### src/rtl/clock_display_scanner.sv
// Scans four snapshotted BCD time digits onto a multiplexed 7-segment display.
// The display only takes new digits at frame boundaries. Each slot starts with one blank cycle.
module clock_display_scanner #(
  parameter int REFRESH_DIV    = 1000,
  parameter int BLINK_FRAMES   = 125,
  parameter bit SEG_ACTIVE_LOW = 1'b1
) (
  input  logic       clk,
  input  logic       rst_n,
  input  logic [3:0] hourst,
  input  logic [3:0] hoursu,
  input  logic [3:0] mint,
  input  logic [3:0] minu,
  input  logic       load,
  input  logic       blank_lead,
  output logic [6:0] seg,
  output logic       dp,
  output logic [3:0] an,
  output logic       frame_done
);
  localparam int PW = $clog2(REFRESH_DIV);
  localparam int FW = (BLINK_FRAMES > 1) ? $clog2(BLINK_FRAMES) : 1;
  localparam logic [6:0] SEG_OFF = {7{SEG_ACTIVE_LOW}};
  localparam logic [3:0] AN_OFF  = {4{SEG_ACTIVE_LOW}};
  localparam logic       DP_OFF  = SEG_ACTIVE_LOW;

  function automatic logic [6:0] decode(input logic [3:0] d);
    case (d)
      4'd0: decode = 7'h3F;
      4'd1: decode = 7'h06;
      4'd2: decode = 7'h5B;
      4'd3: decode = 7'h4F;
      4'd4: decode = 7'h66;
      4'd5: decode = 7'h6D;
      4'd6: decode = 7'h7D;
      4'd7: decode = 7'h07;
      4'd8: decode = 7'h7F;
      4'd9: decode = 7'h6F;
      default: decode = 7'h40;
    endcase
  endfunction

  logic [PW-1:0]   presc_q, presc_d;
  logic [1:0]      slot_q, slot_d;
  logic [3:0][3:0] pend_q, pend_d;
  logic [3:0][3:0] disp_q, disp_d;
  logic [FW-1:0]   fcnt_q, fcnt_d;
  logic            colon_q, colon_d;
  logic [6:0]      seg_q, seg_d;
  logic [3:0]      an_q, an_d;
  logic            dp_q, dp_d;

  logic       term, fd, lead_off;
  logic [3:0] digit;

  always_comb begin
    term    = (presc_q == PW'(REFRESH_DIV - 1));
    fd      = term && (slot_q == 2'd3);
    presc_d = term ? '0 : presc_q + PW'(1);
    slot_d  = term ? slot_q + 2'd1 : slot_q;
    pend_d  = load ? {hourst, hoursu, mint, minu} : pend_q;
    disp_d  = fd ? pend_q : disp_q;
    fcnt_d  = fcnt_q;
    colon_d = colon_q;
    if (fd) begin
      if (fcnt_q == FW'(BLINK_FRAMES - 1)) begin
        fcnt_d  = '0;
        colon_d = ~colon_q;
      end else begin
        fcnt_d = fcnt_q + FW'(1);
      end
    end

    digit    = disp_q[slot_q];
    lead_off = blank_lead && (slot_q == 2'd3) && (digit == 4'd0);
    an_d     = AN_OFF;
    seg_d    = SEG_OFF;
    dp_d     = DP_OFF;
    // First cycle of a slot stays dark so the previous digit cannot ghost onto the next anode
    if (presc_q != '0 && !lead_off) begin
      an_d  = (4'b0001 << slot_q) ^ AN_OFF;
      seg_d = decode(digit) ^ SEG_OFF;
      dp_d  = ((slot_q == 2'd2) && colon_q) ^ DP_OFF;
    end
  end

  always_ff @(posedge clk or negedge rst_n) begin
    if (!rst_n) begin
      presc_q <= '0;
      slot_q  <= '0;
      pend_q  <= '0;
      disp_q  <= '0;
      fcnt_q  <= '0;
      colon_q <= 1'b1;
      seg_q   <= SEG_OFF;
      an_q    <= AN_OFF;
      dp_q    <= DP_OFF;
    end else begin
      presc_q <= presc_d;
      slot_q  <= slot_d;
      pend_q  <= pend_d;
      disp_q  <= disp_d;
      fcnt_q  <= fcnt_d;
      colon_q <= colon_d;
      seg_q   <= seg_d;
      an_q    <= an_d;
      dp_q    <= dp_d;
    end
  end

  assign seg        = seg_q;
  assign an         = an_q;
  assign dp         = dp_q;
  assign frame_done = fd;
endmodule

### config.mk
export PLATFORM = sky130hd
export DESIGN_NAME = clock_display_scanner
export DESIGN_NICKNAME = d
export VERILOG_FILES = /design/src/rtl/clock_display_scanner.sv
export SDC_FILE = /design/constraint.sdc
export NUM_CORES = 1
export LEC_CHECK = 0
export BUFFER_PORTS_ARGS = -buffer_cell sky130_fd_sc_hd__buf_2
export CAP_MARGIN = 40
export CORE_ASPECT_RATIO = 0.9
export CORE_UTILIZATION = 40
export CTS_CLUSTER_DIAMETER = 40
export CTS_CLUSTER_SIZE = 8
export DETAILED_ROUTE_END_ITERATION = 10
export GPL_TIMING_DRIVEN = 0
export PLACE_DENSITY = 0.65
export SLEW_MARGIN = 0
export SYNTH_ARGS = -nofsm -noshare
export SYNTH_HDL_FRONTEND = slang
export SYNTH_SLANG_ARGS = --single-unit
### constraint.sdc
create_clock -name clk -period 3 [get_ports clk]
set_clock_uncertainty 0.1 [all_clocks]
set_input_delay 0.6 -clock clk [delete_from_list [all_inputs] [get_ports clk]]
set_output_delay 0.6 -clock clk [all_outputs]
set_load 0.005 [all_outputs]
---- After elaboration in Yosys (flattened, before gate mapping) ----
Memories as Yosys holds them, arrays and structs flattened.
Index checks and enable logic that the tools add are counted.
word-level totals
  memories kept ........................... 1
  output and inout port bits .............. 13
  memory bits (read-only) ................. 112
  register bits ........................... 64
  input port bits ......................... 20
  logic and storage cells ................. 46
memories
  memory            words  bits a word  read ports  clocked after memory_dff  write ports  RTL line  source
  (name not given)  16     7            1           0                         0            28        case (d)
cells by class
  bitwise logic cells ..................... 4
  eq/ne operators ......................... 4
  reductions and logical operators ........ 9
  add/subtract/negate cells ............... 3
  magnitude comparators ................... 1
  mux-type cells .......................... 8
  shift operators ......................... 1
operator list
  kind                     number
  $mux W7                  3
  $add A10 B1 Y10 const B  1
  $eq A10 B10 Y1 const B   1
  $mux W10                 1
  $reduce_bool A10 Y1      1
  $bmux W4 S2              1
  $mux W4                  2
  $add A7 B1 Y7 const B    1
  $eq A7 B7 Y1 const B     1
  $not A7 Y7               1
  $logic_and A1 B1 Y1      5
  $eq A2 B2 Y1 const B     2
  $logic_not A4 Y1         1
  $not A4 Y4               1
  $shl A1 B2 Y4 const A    1
  $lt A2 B3 Y1 const B     1
  $add A2 B1 Y2 const B    1
  $not A1 Y1               2
  $reduce_and A2 Y1        1
  $logic_not A1 Y1         1
  $mux W1                  1

---- Depth between registers and ports, before layout ----
Gate-level depths: netlist (run 1).
  depth in word-level cells ............... 9
  gate-level depth with buffers ........... 9
  gate-level depth less buffers ........... 7

---- Worst setup path before layout (run 1) ----
Ideal clock, no wire load.
  kind .................................... register to register
  start point ............................. register slot_q[0]
  end point ............................... register seg_q[0], in the netlist seg[0]
  arrival time ............................ 2.037 ns
  setup time .............................. 0.064 ns
  stages on the path, launching flop included .. 10
  path buffers ............................ 2
  period minus slack after synthesis ...... 2.201 ns
  data required time ...................... 2.836 ns
  setup slack ............................. 0.799 ns
  cells stage by stage .................... dfrtp_1 > buf_6 > mux4_1 > inv_1 > ha_1 > inv_1 > nor4_2 > a31oi_1 > buf_6 > nand3_1
between the ends
  longest elaborated chain between the ends .. 7
  elaborated cells on any way between the ends .. 12
  classes of those cells .................. eq/ne: 1; mux: 4; bitwise: 1; reduce/logical: 5; memory: 1
RTL lines
  what                                                                    RTL line  source
  start: declaration                                                      44        logic [1:0] slot_q, slot_d;
  start signal: assignment                                                100       slot_q <= slot_d;
  parallel branches: the longest is 6 deep, another holds $mem_v2 Z16 W7  n/a
  $mux W7 (*)                                                             80        if (presc_q != '0 && !lead_off) begin
  via seg_d[0]                                                            49        logic [6:0] seg_q, seg_d;
  end signal: assignment                                                  105       seg_q <= seg_d;
  end: declaration                                                        49
Mark *: on every way through the listed nets, which the timed path passes. The select of a mux whose other input is x is not followed.
A chain may end at the register's enable or synchronous reset.

---- Final worst setup path (run 1) ----
  start point ............................. register presc_q[0]
  end point ............................... output port frame_done
between the ends
  longest elaborated chain between the ends .. 2
RTL lines
  what                      RTL line  source
  start: declaration        43        logic [PW-1:0] presc_q, presc_d;
  start signal: assignment  99        presc_q <= presc_d;
  $eq A10 B10 Y1            57        term = (presc_q == PW'(REFRESH_DIV - 1));
  $logic_and A1 B1 Y1       58        fd = term && (slot_q == 2'd3);
  end: declaration          19        output logic frame_done
Every way passes these cells.

==> flow_summary.json, run 1 <==
{
  "outcome": "complete, no violations",
  "ys_warn_count": 0,
  "grtUsageTotal": 0.1443,
  "layout_commonest_cell": "dfrtp_1",
  "cts_made_buffers": 9,
  "yosysTopAreaCell": "dfrtp_1",
  "synth_seq_cells": 64,
  "fp.dieArea_sq_um": 7753,
  "drtAntennaViolNets": 0,
  "ff_latch_area_sq_um": 1618,
  "dieWidth_um": 92.70,
  "period_needed_ns": 2.712,
  "required_ns": 2.30,
  "clock_latency_ns": 0.34,
  "drcViolationCount": 0,
  "report.power.total_mw": 1.755,
  "layout.nets": 316,
  "root_buffer": "clkbuf_8",
  "drive_gt1_frac": 0.3763,
  "rr_worst_depth": 9,
  "core_sq_um": 7112,
  "crit_path_start_kind": "flop",
  "hold_viol_final": 0,
  "routedWlPerCell_um": 13.06,
  "holdBufCountCts": 0,
  "start_util": 0.4164,
  "dpl.hpwl_mm": 3.440,
  "clock-sinks": 64,
  "fmax_mhz": 368.8,
  "fillers": 672,
  "finalSetupTns_ns": 0,
  "synth_area_sq_um": 2962,
  "mostFrequentLayoutCells": "51 x dfrtp_1, 33 x mux2_2, 32 x buf_2, 17 x nand2_1",
  "crit_type": "reg -> out",
  "synthTopCellsByArea": "dfrtp_1 43%, mux2_2 13%, dfstp_2 12%, ha_1 5.9%, o21ai_0 2.4%",
  "cts_resized": 0,
  "yosys_most_used_dff": "dfrtp_1",
  "slew_viol_final": 0,
  "ir_worst_vdd_uv": 374.1,
  "post_cts_buffers": 0,
  "worst_slack_ns": 0.2885,
  "fin_crit_sh": 0.9038,
  "die_y_um": 83.63,
  "relSlewSlack": 0.4846,
  "async_flop_share": 1.000,
  "rsz0062_at_grt": "false",
  "synth_edf_count": 0,
  "place_ws_ns": 0.5237,
  "synth_area_per_cell_sq_um": 12.34,
  "crit_path_max_fanout": 10,
  "cp.arrival_ns": 2.01,
  "pwr_density_cell_nw_per_um2": 508.0,
  "drtPass1Iterations": 4,
  "min_path_type": "in -> async",
  "worst_slew_pin_slew_ns": 0.7731,
  "numPortBuffers": 31,
  "multiInputGateArea_sq_um": 1229,
  "setup_viol": 0,
  "ys_types": 38,
  "syn_to_final_growth_pct": 16.65,
  "cap_violations": 0,
  "yosysTopAreaCellShare": 0.4309,
  "drt_iter0_markers": 53,
  "diodes": 0,
  "grt_pass1_wl_mm": 8.342,
  "clockBufferDepth": 2,
  "syn_inst": 240,
  "r2r-start": "slot_q[0]$_DFFE_PN0N_",
  "ios": 33,
  "routabilityCongestion": 0.8455,
  "cts.clk_slew.worst_paths_ns": 0.07,
  "finalWirelength_mm": 4.962,
  "cts_tree": "done",
  "grt_pass1_vias": 1732,
  "synth_nets": 274,
  "ys_seq_area_frac": 0.5463,
  "routed-via-count": 1847,
  "end_kind": "primary output",
  "final_core_util": 0.4857,
  "cts_max_level": 3,
  "viasPerCell": 4.861,
  "grt_max_degree": 65,
  "p_leak_nw": 1.583,
  "cp-startpoint": "presc_q[0]$_DFF_PN0_",
  "grt_overflow": 0,
  "rows": 29,
  "antenna_found_initial": 0
}
[path summary, 6_finish.rpt]
path | slack (ns) | end
hold reg to reg | 0.37 | dp$_DFF_PN1_
setup / recovery | 0.29 | frame_done
max in group asynchronous | 2.06 | fcnt_q[3]$_DFFE_PN0P_
setup reg to reg | 0.53 | seg[6]$_DFF_PN1_
min in group clk | 0.37 | dp$_DFF_PN1_
hold / removal | 0.24 | disp_q[4]$_DFFE_PN0P_
[routing by layer]
| layer | track usage | vias up | wire [um] |
|---|---|---|---|
| met5 | 0 | - | 0 |
| met4 | 0.05874 | 0 | 66 |
| met3 | 0.05738 | 8 | 248 |
| met2 | 0.2108 | 45 | 2164 |
| met1 | 0.1912 | 874 | 2483 |
| li1 | - | 920 | - |
[per-stage QoR]
| stage | hold slack [ns] | instance area (sq um) | cells |
|---|---|---|---|
| 2_1_floorplan | 0.2044 | 2962 | 240 |
| 3_3_place_gp | 0.3528 | 3233 | 364 |
| 3_5_place_dp | 0.3546 | 3236 | 364 |
| 4_1_cts | 0.2553 | 3455 | 380 |
| 5_1_grt | 0.2953 | 3455 | 380 |
| 6_report | 0.2366 | 3455 | 380 |
[synth_stat cells (2+ instances only)]
library cell and instances:
a21oi_1 7, and2_1 2, and4_1 3, buf_2 2, buf_6 3, clkbuf_1 5, dfrtp_1 51, dfstp_2 13
ha_1 14, inv_1 14, mux2_2 33, mux4_1 2, mux4_2 2, nand2_1 17, nand3_1 13, nand4_1 2
nor2_1 12, nor2b_1 2, nor3_1 2, o21ai_0 14, o21ai_2 3, or3_1 2, xnor2_1 4, xor2_1 4
[registers in the layout, indices dropped and copies added (netlist names)]
register / flops
presc_q: 10
fcnt_q: 7
disp_q: 16
pend_q: 16
colon_q: 1
slot_q: 2
seg: 7
dp: 1
an: 4
[cell families after synthesis]
logic type,synth area share
AO/OA/AOI/OAI,0.06000
AND/OR/NAND/NOR,0.1086
multiplexers,0.1635
flip-flops,0.5463
XOR/XNOR,0.02366
buffers and inverters,0.03887
adder cells (fa/ha/maj),0.05915
[final cells by class]
| type | count | share of cell area |
|---|---|---|
| Inverter | 14 | 0.01521 |
| Tap cell | 93 | 0.03368 |
| Buffer | 10 | 0.01811 |
| Multi-Input combinational cell | 152 | 0.3557 |
| Clock inverter | 7 | 0.02753 |
| Sequential cell | 64 | 0.4683 |
| Clock buffer | 9 | 0.03586 |
| Timing Repair Buffer | 31 | 0.04564 |
[power by group]
group | internal (mW) | switching (mW)
clock | 0.468 | 0.334
sequential | 0.885 | 0.0116
combinational | 0.0280 | 0.0271
[critical path: stages (launching register included)]
cell and delay [ns]:
dfrtp_1 0.42, ha_1 0.24, and4bb_2 0.28, nand4_1 0.17, inv_1 0.14, buf_2 0.26
buf_2 0.16
No activity file was read; power rests on OpenSTA's default activity.
==> inputs of run 2 (changes only) <==
--- a/config.mk
+++ b/config.mk
@@ -7,7 +7,6 @@
 export LEC_CHECK = 0
 export BUFFER_PORTS_ARGS = -buffer_cell sky130_fd_sc_hd__buf_2
 export CAP_MARGIN = 40
-export CORE_ASPECT_RATIO = 0.9
 export CORE_UTILIZATION = 40
 export CTS_CLUSTER_DIAMETER = 40
 export CTS_CLUSTER_SIZE = 8
==> run 2 against run 1 <==
  * Power grew 1.1%
  * Largest cell class unchanged
  * Wire length rose by 3.1%
  * Core utilization down 0.33 points
  * Critical path depth did not move
  * Combinational power up 6.9%
  * Critical path type unchanged
  * Global-route usage is 1.3 points higher
  * Cell count grew 1.8%
==> flow_summary.json, run 2 (synthesized netlist as in run 1, its figures left out) <==
{
  "min_path_type": "in -> async",
  "routedWlPerCell_um": 13.22,
  "rsz0062_at_grt": "false",
  "drcViolationCount": 0,
  "reg.largest.list": "disp_q x16, pend_q x16, presc_q x10",
  "start_util": 0.4105,
  "grt_pass1_vias": 1837,
  "viasPerCell": 4.835,
  "dieWidth_um": 88.05,
  "end_kind": "primary output",
  "cts_made_buffers": 9,
  "fin_crit_sh": 0.8985,
  "final_cells": 387,
  "slew_viol_final": 0,
  "numPortBuffers": 31,
  "grt_pass1_wl_mm": 8.901,
  "routed-via-count": 1871,
  "core_sq_um": 7214,
  "root_buffer": "clkbuf_8",
  "finalWirelength_mm": 5.116,
  "rows": 31,
  "cts_max_level": 3,
  "routabilityCongestion": 0.7791,
  "crit_path_start_kind": "flop",
  "layout.nets": 317,
  "post_cts_buffers": 0,
  "hold_viol_final": 0,
  "place_ws_ns": 0.5492,
  "r2r_slack_ns": 0.54,
  "cts.clk_slew.worst_paths_ns": 0.07,
  "drtPass1Iterations": 6,
  "cts_resized": 0,
  "grt_max_degree": 39,
  "finalSetupTns_ns": 0,
  "layout_commonest_cell": "dfrtp_1",
  "antenna_found_initial": 0,
  "setup_viol": 0,
  "fin_hold_ws_ns": 0.1719,
  "cp.arrival_ns": 2.00,
  "ir_worst_vdd_uv": 317.3,
  "cts_tree": "done",
  "finalInstanceArea_sq_um": 3481,
  "mostFrequentLayoutCells": "51 x dfrtp_1, 33 x buf_2, 33 x mux2_2, 17 x nand2_1",
  "clock-sinks": 64,
  "placed_cell_area_sq_um": 3261,
  "crit_path_max_fanout": 10,
  "holdBufCountCts": 0,
  "crit_type": "reg -> out",
  "cap_violations": 0,
  "worst_slack_ns": 0.3044,
  "dp_cells": 371,
  "fmax_mhz": 371.0,
  "p_leak_nw": 1.583,
  "worst_slew_pin_slew_ns": 0.6302,
  "fillers": 708,
  "drtAntennaViolNets": 0,
  "outcome": "complete, no violations",
  "pwr_density_cell_nw_per_um2": 509.8,
  "clockBufferDepth": 2,
  "relSlewSlack": 0.5799,
  "diodes": 0,
  "drt_iter0_markers": 78,
  "required_ns": 2.30,
  "ios": 33,
  "dpl.hpwl_mm": 3.521,
  "grt_overflow": 0,
  "grtUsageTotal": 0.1574,
  "syn_to_final_growth_pct": 17.53,
  "clock_latency_ns": 0.34,
  "fp.dieArea_sq_um": 7752,
  "die_y_um": 88.05,
  "drive_gt1_frac": 0.3785,
  "period_needed_ns": 2.696
}
-- run 2: final timing paths --
check	start	cells past startpoint	to
max in group asynchronous	rst_n	2	disp_q[8]$_DFFE_PN0P_
max	presc_q[0]$_DFF_PN0_	6	frame_done
min	rst_n	1	fcnt_q[4]$_DFFE_PN0P_
min reg2reg	colon_q$_DFFE_PN1P_	1	dp$_DFF_PN1_
min in group clk	colon_q$_DFFE_PN1P_	1	dp$_DFF_PN1_
max reg2reg	slot_q[0]$_DFFE_PN0N_	9	an[0]$_DFF_PN1_
-- run 2: worst max-delay path, stage by stage (launching register included) --
cell      delay, ns
dfrtp_1        0.42
ha_1           0.24
and4bb_2       0.28
nand4_1        0.16
inv_1          0.13
buf_2          0.26
buf_2          0.16
-- run 2: power breakdown --
| group | total (mW) | switching [mW] | leakage [nW] | internal, mW |
|---|---|---|---|---|
| clock | 0.820 | 0.353 | 0.101 | 0.467 |
| combinational | 0.0590 | 0.0286 | 0.685 | 0.0303 |
| sequential | 0.895 | 0.0105 | 0.797 | 0.885 |
-- run 2: area by class of cell --
| class | instances | area (sq um) | share of cell area |
|---|---|---|---|
| sequential | 64 | 1618 | 0.4648 |
| multi-input combinational | 152 | 1229 | 0.3530 |
| timing repair buffer | 32 | 175.2 | 0.05032 |
| clock buffer | 9 | 123.9 | 0.03559 |
| tap | 99 | 123.9 | 0.03559 |
| clock inverter | 7 | 96.34 | 0.02768 |
| buffer | 10 | 62.56 | 0.01797 |
| inverter | 14 | 52.55 | 0.01510 |
-- run 2: per-layer routing --
metal | wire (um) | global-route usage | vias to the layer above
li1 | - | - | 921
met5 | 0 | 0 | -
met2 | 2284 | 0.2340 | 45
met1 | 2532 | 0.2095 | 896
met3 | 183 | 0.04053 | 9
met4 | 116 | 0.08944 | 0
-- run 2: through the flow --
stage                     power [mW]    util
after floorplan               0.9335       -
after global placement        0.9670  0.4492
after detailed placement      0.9731  0.4520
after CTS                      1.794  0.4825
after global routing           1.846  0.4825
final                          1.775  0.4825
